==> src/rtl/irq_ctrl7.sv <==
// Seven-line priority interrupt controller: request, acknowledge, service and
// acknowledge-timeout tracking. Define IRQ_EDGE_EN for rising-edge capture (default is level).
module irq_ctrl7 #(
  parameter int unsigned TIMEOUT = 15
) (
  input  logic       c,
  input  logic       r,
  input  logic [7:1] irq,
  input  logic       ien_we,
  input  logic [7:1] ien_d,
  input  logic       int_ack,
  input  logic       eoi,
  output logic       int_req,
  output logic [2:0] int_id,
  output logic       in_svc,
  output logic [7:1] pending,
  output logic       tmo
);

  localparam int unsigned CW = 8;
  localparam logic [CW-1:0] CNT_LAST = CW'(TIMEOUT - 1);

  typedef enum logic [1:0] {IDLE, REQ, SERV} state_t;

  state_t        state, state_n;
  logic [7:1]    irq_q, ien, set_mask, clr_mask, pend_en;
  logic [2:0]    first_id, id_n;
  logic [CW-1:0] cnt, cnt_n;
  logic          int_req_n, in_svc_n, tmo_n, expire;

`ifdef IRQ_EDGE_EN
  assign set_mask = irq & ~irq_q;
`else
  assign set_mask = irq;
`endif

  assign pend_en = pending & ien;
  assign expire  = (cnt == CNT_LAST) && !int_ack;

  // Lowest-numbered enabled pending line wins
  always_comb begin
    first_id = '0;
    for (int i = 7; i >= 1; i--) begin
      if (pend_en[i]) first_id = 3'(i);
    end
  end

  always_ff @(posedge c) begin
    if (r) begin
      state   <= IDLE;
      irq_q   <= '0;
      ien     <= '0;
      pending <= '0;
      cnt     <= '0;
      int_req <= 1'b0;
      int_id  <= '0;
      in_svc  <= 1'b0;
      tmo     <= 1'b0;
    end else begin
      state   <= state_n;
      irq_q   <= irq;
      if (ien_we) ien <= ien_d;
      // A new capture wins over an acknowledge clear of the same line
      pending <= (pending & ~clr_mask) | set_mask;
      cnt     <= cnt_n;
      int_req <= int_req_n;
      int_id  <= id_n;
      in_svc  <= in_svc_n;
      tmo     <= tmo_n;
    end
  end

  always_comb begin
    state_n = state;
    case (state)
      IDLE:    if (|pend_en) state_n = REQ;
      REQ: begin
        if (int_ack)     state_n = SERV;
        else if (expire) state_n = IDLE;
      end
      SERV:    if (eoi) state_n = IDLE;
      default: state_n = IDLE;
    endcase
  end

  always_comb begin
    int_req_n = 1'b0;
    in_svc_n  = 1'b0;
    tmo_n     = 1'b0;
    id_n      = int_id;
    cnt_n     = '0;
    clr_mask  = '0;
    case (state)
      IDLE: begin
        if (|pend_en) begin
          int_req_n = 1'b1;
          id_n      = first_id;
        end
      end
      REQ: begin
        if (int_ack) begin
          in_svc_n = 1'b1;
          for (int i = 1; i <= 7; i++) clr_mask[i] = (int_id == 3'(i));
        end else if (expire) begin
          tmo_n = 1'b1;
          id_n  = '0;
        end else begin
          int_req_n = 1'b1;
          cnt_n     = cnt + CW'(1);
        end
      end
      SERV: begin
        if (eoi) id_n = '0;
        else     in_svc_n = 1'b1;
      end
      default: id_n = '0;
    endcase
  end

endmodule

==> config.mk <==
export PLATFORM = sky130hd
export DESIGN_NAME = irq_ctrl7
export DESIGN_NICKNAME = d
export VERILOG_FILES = /design/src/rtl/irq_ctrl7.sv
export SDC_FILE = /design/constraint.sdc
export NUM_CORES = 1
export LEC_CHECK = 0
export CORE_MARGIN = 3
export CORE_UTILIZATION = 65
export CTS_CLUSTER_DIAMETER = 100
export DETAILED_ROUTE_END_ITERATION = 16
export DONT_BUFFER_PORTS = 1
export PLACE_DENSITY = 0.81
export SYNTH_ARGS = -nofsm -noshare
export SYNTH_HDL_FRONTEND = slang
export SYNTH_SLANG_ARGS = --single-unit
==> constraint.sdc <==
create_clock -name c -period 2.7 [get_ports c]
set_input_delay 0.54 -clock c [delete_from_list [all_inputs] [get_ports c]]
set_output_delay 0.54 -clock c [all_outputs]
set_load 0.05 [all_outputs]
=== After elaboration in Yosys (flattened, before gate mapping) ===
Cells that the tools add are included.

* Bits in registers: 30
* Bits of input ports: 19
* Output and inout port bits: 13
* Word-level logic and storage cells: 64

* Add/subtract/negate cells: 1
* Equality and inequality tests: 15
* Multiplexer cells: 27
* Bitwise logic cells: 5
* Reduce and logical (&&, ||, !) cells: 8

{| class="wikitable"
|+ Operators by type and width
! kind !! count
|-
| two-way mux 3 bit || 11
|-
| bitwise AND 7 bit || 2
|-
| two-way mux 7 bit || 2
|-
| == test 3 bit, second input constant || 4
|-
| one-hot mux 3 bit (3 select lines) || 1
|-
| adder 8 x 1 -> 8 bit, second input constant || 1
|-
| == test 8 x 4 -> 1 bit, second input constant || 1
|-
| two-way mux 2 bit || 4
|-
| inequality test 2 bit, second input constant || 4
|-
| inverter 7 bit || 1
|-
| bitwise OR 7 bit || 1
|-
| OR reduction 7 bit || 1
|-
| == test 3 x 2 -> 1 bit, second input constant || 2
|-
| two-way mux 1 bit || 6
|-
| one-hot mux 2 bit (3 select lines) || 1
|-
| one-hot mux 1 bit (2 select lines) || 2
|-
| AND reduction 4 bit || 1
|-
| OR reduction 4 bit || 1
|-
| == test 3 x 1 -> 1 bit, second input constant || 1
|-
| inequality test 3 bit, second input constant || 1
|-
| AND reduction 3 bit || 1
|-
| OR reduction 3 bit || 1
|-
| == test 2 x 1 -> 1 bit, second input constant || 1
|-
| == test 2 bit, second input constant || 1
|-
| other kinds (4) || 4
|}

=== Depth between registers and ports, before layout ===
Gate-level depths: netlist of the first run.

* Word-level depth: 10
* Gate-level depth with buffers: 6

=== Worst setup path after synthesis of the first run ===
No wires, ideal clock.

* Path type: register to register
* Start point: register pending[2] in the netlist's numbering
* End point: register int_id[0]
* Library setup time: 0.132 ns
* Arrival: 1.478 ns
* Data required time: 2.568 ns
* Slack: 1.090 ns
* Cell stages (with the launch flop): 5
* Buffers on the path: 0
* Clock period less this slack: 1.610 ns
* Path through: dfxtp_1 -> a222oi_1 -> and4_1 -> o311ai_2 -> o41ai_2

* Longest elaborated chain between the ends: 5
* Elaborated cells between the ends (all ways): 8
* Classes of those cells: eq/ne (1); mux (4); bitwise (1); reduce/logical (2)

{| class="wikitable"
|+ Ends and longest elaborated chain
! what !! line !! RTL
|-
| start: declaration || 16 || <nowiki>output logic [7:1] pending,</nowiki>
|-
| start signal: assignment || 64 || <nowiki>pending <= (pending & ~clr_mask) | set_mask;</nowiki>
|-
| bitwise AND 7 bit (*) || 37 || <nowiki>assign pend_en = pending & ien;</nowiki>
|-
| two-way mux 3 bit (2 in series) || 44 || <nowiki>if (pend_en[i]) first_id = 3'(i);</nowiki>
|-
| two-way mux 3 bit || 95 || <nowiki>if (|pend_en) begin</nowiki>
|-
| one-hot mux 3 bit (3 select lines) || 93 || <nowiki>case (state)</nowiki>
|-
| end signal: assignment || 67 || <nowiki>int_id <= id_n;</nowiki>
|-
| end: declaration || 14 || <nowiki>output logic [2:0] int_id,</nowiki>
|}

Mark *: on every way between the ends. The rest lies on a longest branch, timed or not. The select of a mux whose other input is x is not followed.
A chain may end at the register's enable or synchronous reset.

=== Final worst setup path of the first run ===
* Start point: register pending[6] in the netlist's numbering
* End point: register int_id[0]

* Longest elaborated chain between the ends: 9
* Elaborated cells between the ends (all ways): 12
* Classes of those cells: eq/ne (1); mux (8); bitwise (1); reduce/logical (2)

{| class="wikitable"
|+ Ends and longest elaborated chain
! what !! line
|-
| bitwise AND 7 bit (*) || 37
|-
| two-way mux 3 bit (6 in series) || 44
|-
| two-way mux 3 bit || 95
|-
| one-hot mux 3 bit (3 select lines) || 93
|}

Marks and branches as above.

==> results of run 1 <==
[worst max-delay path, stage by stage, from the launching register on]
cell,delay (ns)
dfxtp_1,0.71
a22oi_1,0.29
and4_1,0.30
o311ai_2,0.24
o41ai_2,0.11
[through the flow]
step / power (mW) / hold WS [ns] / worst slack [ns] / instance area [sq um] / std cells
floorplan: 0.753 / 0.437 / 1.09 / 1380 / 150
global placement: 0.789 / 0.453 / 0.990 / 1430 / 177
detailed placement: 0.800 / 0.467 / 0.964 / 1430 / 177
CTS: 1.15 / 0.246 / 0.933 / 1500 / 185
global route: 1.20 / 0.238 / 0.856 / 1500 / 185
finish: 1.15 / 0.262 / 0.941 / 1500 / 185
[sequential cells by signal (all words and copies together) (netlist names)]
| register | flops |
|---|---|
| tmo | 1 |
| in_svc | 1 |
| cnt | 8 |
| state | 2 |
| ien | 7 |
| int_req | 1 |
| int_id | 3 |
| pending | 7 |
[cell usage in the layout (no fill, tap or decap), types with 3 or more instances in the layout]
cell type | synthesis | layout
dfxtp_1 | 30 | 30
nor2_1 | 17 | 17
nand2_1 | 14 | 14
inv_1 | 12 | 12
a21oi_1 | 8 | 8
mux2i_1 | 7 | 7
nand3_1 | 6 | 6
o21ai_0 | 6 | 6
xor2_1 | 5 | 5
ha_1 | 5 | 5
clkbuf_4 | 0 | 5
nand2b_1 | 3 | 3
a31oi_1 | 3 | 3
buf_4 | 0 | 3
[kinds of logic (layout without fill, tap and decap cells)]
| group | count (synthesis) | in the layout |
|---|---|---|
| AOI/OAI and AO/OA | 33 | 33 |
| buffers and inverters | 15 | 23 |
| muxes | 7 | 7 |
| adders and majority gates | 5 | 5 |
| DFF | 30 | 30 |
| and+or+nand+nor | 54 | 54 |
| xor gates and xnor gates | 6 | 6 |
[worst min-delay path by stage]
stage	to	slack, ns	cells past startpoint
2_1_floorplan	cnt[0]	0.44	1
5_1_grt	pending[6]	0.24	1
6_report	pending[6]	0.26	1
3_3_place_gp	cnt[0]	0.45	1
3_5_place_dp	cnt[0]	0.47	1
4_1_cts	pending[6]	0.25	1
[cell type report]
class                   count  share of cell area (%)
flip-flops and latches     30                    39.9
multi-input cells         105                    48.2
clock inverters             3                    2.66
well taps                  27                    2.25
repair buffers              3                    1.50
inverters                  12                    3.00
clock buffers               5                    2.50
[metal layers]
metal	global-route usage, %	routed length, um
met2	40.2	1390
met4	10.9	52
met1	27.8	1190
met3	8.60	224
met5	0	0
[power breakdown]
group          total (mW)  leakage (nW)  switching, mW  internal [mW]
sequential          0.568         0.246         0.0891          0.479
clock               0.359        0.0450          0.167          0.192
combinational       0.226         0.350          0.134         0.0920
total                1.15         0.642          0.390          0.763
==> impl_metrics.yaml, run 1 <==
outcome:
  outcome: "finished, final reports clean"
clock_tree:
  ctsHtreeMaxLevel: 2
  post_cts_buffers: 0
  clock_path_buffers: 2
  root_buffer: "clkbuf_4"
  cts-resized-gates: 0
  cts_buffers: 5
  ctsHoldBuffers: 0
  clock_sinks: 30
  clk_pin_slew_ns: 0.10
  tritoncts: "done"
  insertion_delay_ns: 0.34
die:
  core_area_sq_um: 1980
  start_util_pct: 69.7
  chipHeight_um: 52.1
  ios: 32
  fp.dieW_um: 52.1
  dieArea_sq_um: 2710
  fp-row-count: 16
setup_path:
  end_kind: "flip-flop"
  crit_fanout: 4
  r2r-start: "pending[6]"
  critPathRequiredTime_ns: 2.92
  cp.arrival_ns: 1.98
  rrSetupSlack_ns: 0.94
  reg2reg_depth: 4
  worstReg2RegEnd: "int_id[0]"
  start_kind: "flip-flop"
  worstSetupPathType: "reg -> reg"
  startpoint: "pending[6]"
  endpoint: "int_id[0]"
hold_path:
  hp-start: "r"
  min_path_type: "in -> reg"
timing:
  fmax_mhz: 568
  slew_viol_final: 0
  finalCriticalPeriod_ns: 1.76
  tightest_slew_ns: 0.639
  grt_setup_unrepaired: "no"
  hold_viol_final: 0
  timing.final.crit_share_pct: 65.2
  relSlewSlack_pct: 57.3
  setup_viol_count_final: 0
  skew_ns: 0.00289
  finalSetupTns_ns: 0
cells_and_area:
  n_fill_cell: 148
  drive_above_1_share_pct: 10.1
  multi_input_area_sq_um: 724
  area_growth_pct: 8.88
  nNetsFinal: 181
  seq_area_sq_um: 601
  fin_util_pct: 75.9
  diodes: 0
placement:
  hpwl_mm: 2.11
  port_buffers: 0
  gp_congestion: 0.845
global_route:
  grtUsageTotal_pct: 24.3
  grt_max_degree: 21
  grt-ovfl-total: 0
  grt_pass1_wl_mm: 4.77
  grt_pass1_vias: 1058
  antenna_found_initial: 0
logic_synthesis:
  synth_compound_area_share_pct: 19.1
  synth_edf_count: 0
  yosysWarnings: 0
  synth_cells: 150
  synth_ff_type: "dfxtp_1"
  synth_top_family_by_area: "simple AND/OR/NAND/NOR gates"
  ys_seq_area_share_pct: 43.5
  synthXorXnorAreaFrac_pct: 3.80
  syn_nets: 174
  synth-seq-cells: 30
  synth.area.top_cells: "dfxtp_1, mux2i_1, nor2_1"
  synthDistinctLibCells: 38
  synth_mux_area_share_pct: 5.07
  synth_top_area_cell: "dfxtp_1"
  synthAdderAreaFrac_pct: 4.53
  syn_area_per_cell_sq_um: 9.21
  netlist.area_leader.share_pct: 43.5
  synth_common_cells: "dfxtp_1, nor2_1, nand2_1, inv_1, a21oi_1"
  synthArstFlopShare_pct: 0
  netlist_area_sq_um: 1380
  synth_most_common_cell: "dfxtp_1"
  synth_simple_gate_area_share_pct: 19.9
drt:
  drc: 0
  wl_mm: 2.86
  first_iter_violations: 34
  wire_per_inst_um: 15.4
  ant_nets: 0
  dr.pass1.iters: 4
  via_per_inst: 6.22
  routed-via-count: 1150
power:
  powerDensity_nw_per_um2: 767
  peakVddDrop_uv: 718
  leakagePower_nw: 0.642
run:
  cap_violations: 0
Power figures use the tool's default switching activity.
==> run 2: changes to the inputs <==
--- a/config.mk
+++ b/config.mk
@@ -6,11 +6,11 @@
 export NUM_CORES = 1
 export LEC_CHECK = 0
 export CORE_MARGIN = 3
-export CORE_UTILIZATION = 65
+export CORE_UTILIZATION = 61
 export CTS_CLUSTER_DIAMETER = 100
 export DETAILED_ROUTE_END_ITERATION = 16
 export DONT_BUFFER_PORTS = 1
-export PLACE_DENSITY = 0.81
+export PLACE_DENSITY = 0.77
 export SYNTH_ARGS = -nofsm -noshare
 export SYNTH_HDL_FRONTEND = slang
 export SYNTH_SLANG_ARGS = --single-unit
==> constraint.sdc (replaced) <==
create_clock -name c -period 1.71 [get_ports c]
set_input_delay 0.342 -clock c [delete_from_list [all_inputs] [get_ports c]]
set_output_delay 0.342 -clock c [all_outputs]
set_load 0.05 [all_outputs]
==> run 2 against run 1 <==
Against the previous run:
- clock power increased by 25%
- largest power group unchanged
- highest routed layer unchanged
- utilization increased by 1.0 points
- combinational power increased by 99%
- largest cell class unchanged
==> impl_metrics.yaml, run 2 (synthesized netlist as in run 1, its figures left out) <==
cells_and_area:
  final_common_cell: "dfxtp_1"
  diodes: 0
  n_fill_cell: 153
  largest_register_ffs: 8
  multi_input_area_sq_um: 742
  nNetsFinal: 189
  seq_area_sq_um: 603
  area_growth_pct: 13.7
  drive_above_1_share_pct: 17.5
  reg_top3: "cnt: 8 flops, ien: 7 flops, pending: 7 flops"
  final_cell_mix: "dfxtp_1, nor2_1, nand2_1, inv_1, buf_4"
  regMostFlops: "cnt"
  fin_util_pct: 76.9
  fin_area_sq_um: 1570
clock_tree:
  tritoncts: "done"
  root_buffer: "clkbuf_4"
  insertion_delay_ns: 0.32
  clock_path_buffers: 2
  clock_sinks: 30
  clk_pin_slew_ns: 0.10
  cts_buffers: 5
  ctsHtreeMaxLevel: 2
drt:
  drc: 0
  wl_mm: 3.14
  dr.pass1.iters: 6
  routed-via-count: 1180
  ant_nets: 0
  via_per_inst: 6.11
  wire_per_inst_um: 16.2
  first_iter_violations: 22
setup_path:
  cp_top_family: "compound AO/OA/AOI/OAI gates"
  startpoint: "cnt[1]"
  end_kind: "flip-flop"
  critPathRequiredTime_ns: 1.94
  cp_slowest_cell: "dfxtp_2"
  r2r-start: "cnt[1]"
  start_kind: "flip-flop"
  critPathBufInv: 0
  path_cells: "ha_4 -> nand4b_4 -> o41ai_4 -> nand2_1 -> o41ai_2"
  cp.arrival_ns: 1.88
  crit_fanout: 4
  crit_path_max_incr_delay_ns: 0.39
  worstSetupPathType: "reg -> reg"
global_route:
  grtUsageTotal_pct: 24.7
  grt_max_degree: 21
  grt-ovfl-total: 0
  grt_pass1_vias: 1142
  antenna_found_initial: 0
  grt_pass1_wl_mm: 5.07
timing:
  fmax_mhz: 606
  hold_viol_final: 0
  tightest_slew_ns: 0.652
  slew_viol_final: 0
  relSlewSlack_pct: 56.5
  timing.final.crit_share_pct: 96.6
  finalCriticalPeriod_ns: 1.65
  grt_setup_unrepaired: "yes"
  skew_ns: 0.00497
  setup_viol_count_final: 0
outcome:
  outcome: "finished, final reports clean"
power:
  leakagePower_nw: 0.676
  clkPwrFrac_pct: 25.7
  power_frac_comb_pct: 25.8
  p_sw_share_pct: 35.3
  p_sw_mw: 0.615
  sequentialPowerShare_pct: 48.5
  powerDensity_nw_per_um2: 1110
  power.internal_mw: 1.13
  peakVddDrop_uv: 870
die:
  ios: 32
  start_util_pct: 67.6
  chipHeight_um: 53.6
  dieArea_sq_um: 2870
  core_area_sq_um: 2040
  fp-row-count: 16
  fp.dieW_um: 53.6
placement:
  hpwl_mm: 2.27
  dpl-instance-area_sq_um: 1480
  gp_congestion: 0.889
  port_buffers: 0
hold_path:
  min_path_type: "in -> reg"
  hp-start: "r"
run:
  cap_violations: 0
-- run 2: final cells by class --
class | instances | area share, %
multi-input combinational | 105 | 47.3
sequential | 30 | 38.4
timing repair buffer | 11 | 5.26
clock buffer | 6 | 3.27
inverter | 12 | 2.87
tap | 27 | 2.15
clock inverter | 2 | 0.797
-- run 2: worst paths after layout --
| kind | end | slack (ns) | cells past startpoint |
|---|---|---|---|
| setup reg to reg | int_id[0] | 0.06 | 5 |
| setup / recovery | int_id[0] | 0.06 | 5 |
| hold / removal | pending[1] | 0.08 | 1 |
| hold reg to reg | cnt[0] | 0.53 | 2 |
-- run 2: timing repair --
| action | in CTS | in global routing |
|---|---|---|
| resized for setup | 1 | 5 |
| hold buffers | 0 | 0 |
| buffers inserted | 0 | 1 |
| pin swaps | 0 | 5 |
| endpoints found under the setup margin | 1 | 4 |
-- run 2: per-stage QoR --
step	hold WS (ns)	TNS [ns]	power (mW)	setup slack [ns]	cells
floorplan	0.437	0	1.19	0.100	150
global placement	0.414	0	1.27	0.0917	184
detailed placement	0.416	-0.00275	1.28	-0.00275	184
CTS	0.0729	0	1.73	0.0194	192
global route	0.0465	-0.00667	1.83	-0.00667	193
finish	0.0776	0	1.75	0.0588	193
-- run 2: power by group through the flow --
stage	combinational (mW)	sequential, mW	clock [mW]
floorplan	0.274	0.915	0
CTS	0.430	0.845	0.453
detailed placement	0.422	0.860	0
global route	0.492	0.854	0.488
global placement	0.412	0.857	0
finish	0.450	0.847	0.449
-- run 2: per-layer routing --
layer  vias to the layer above  track usage (%)  wire [um]
met1                       565             30.2       1370
met4                         0             7.23         14
li1                        568                -          -
met5                         -                0          0
met3                         2             8.31        224
met2                        45             41.0       1520
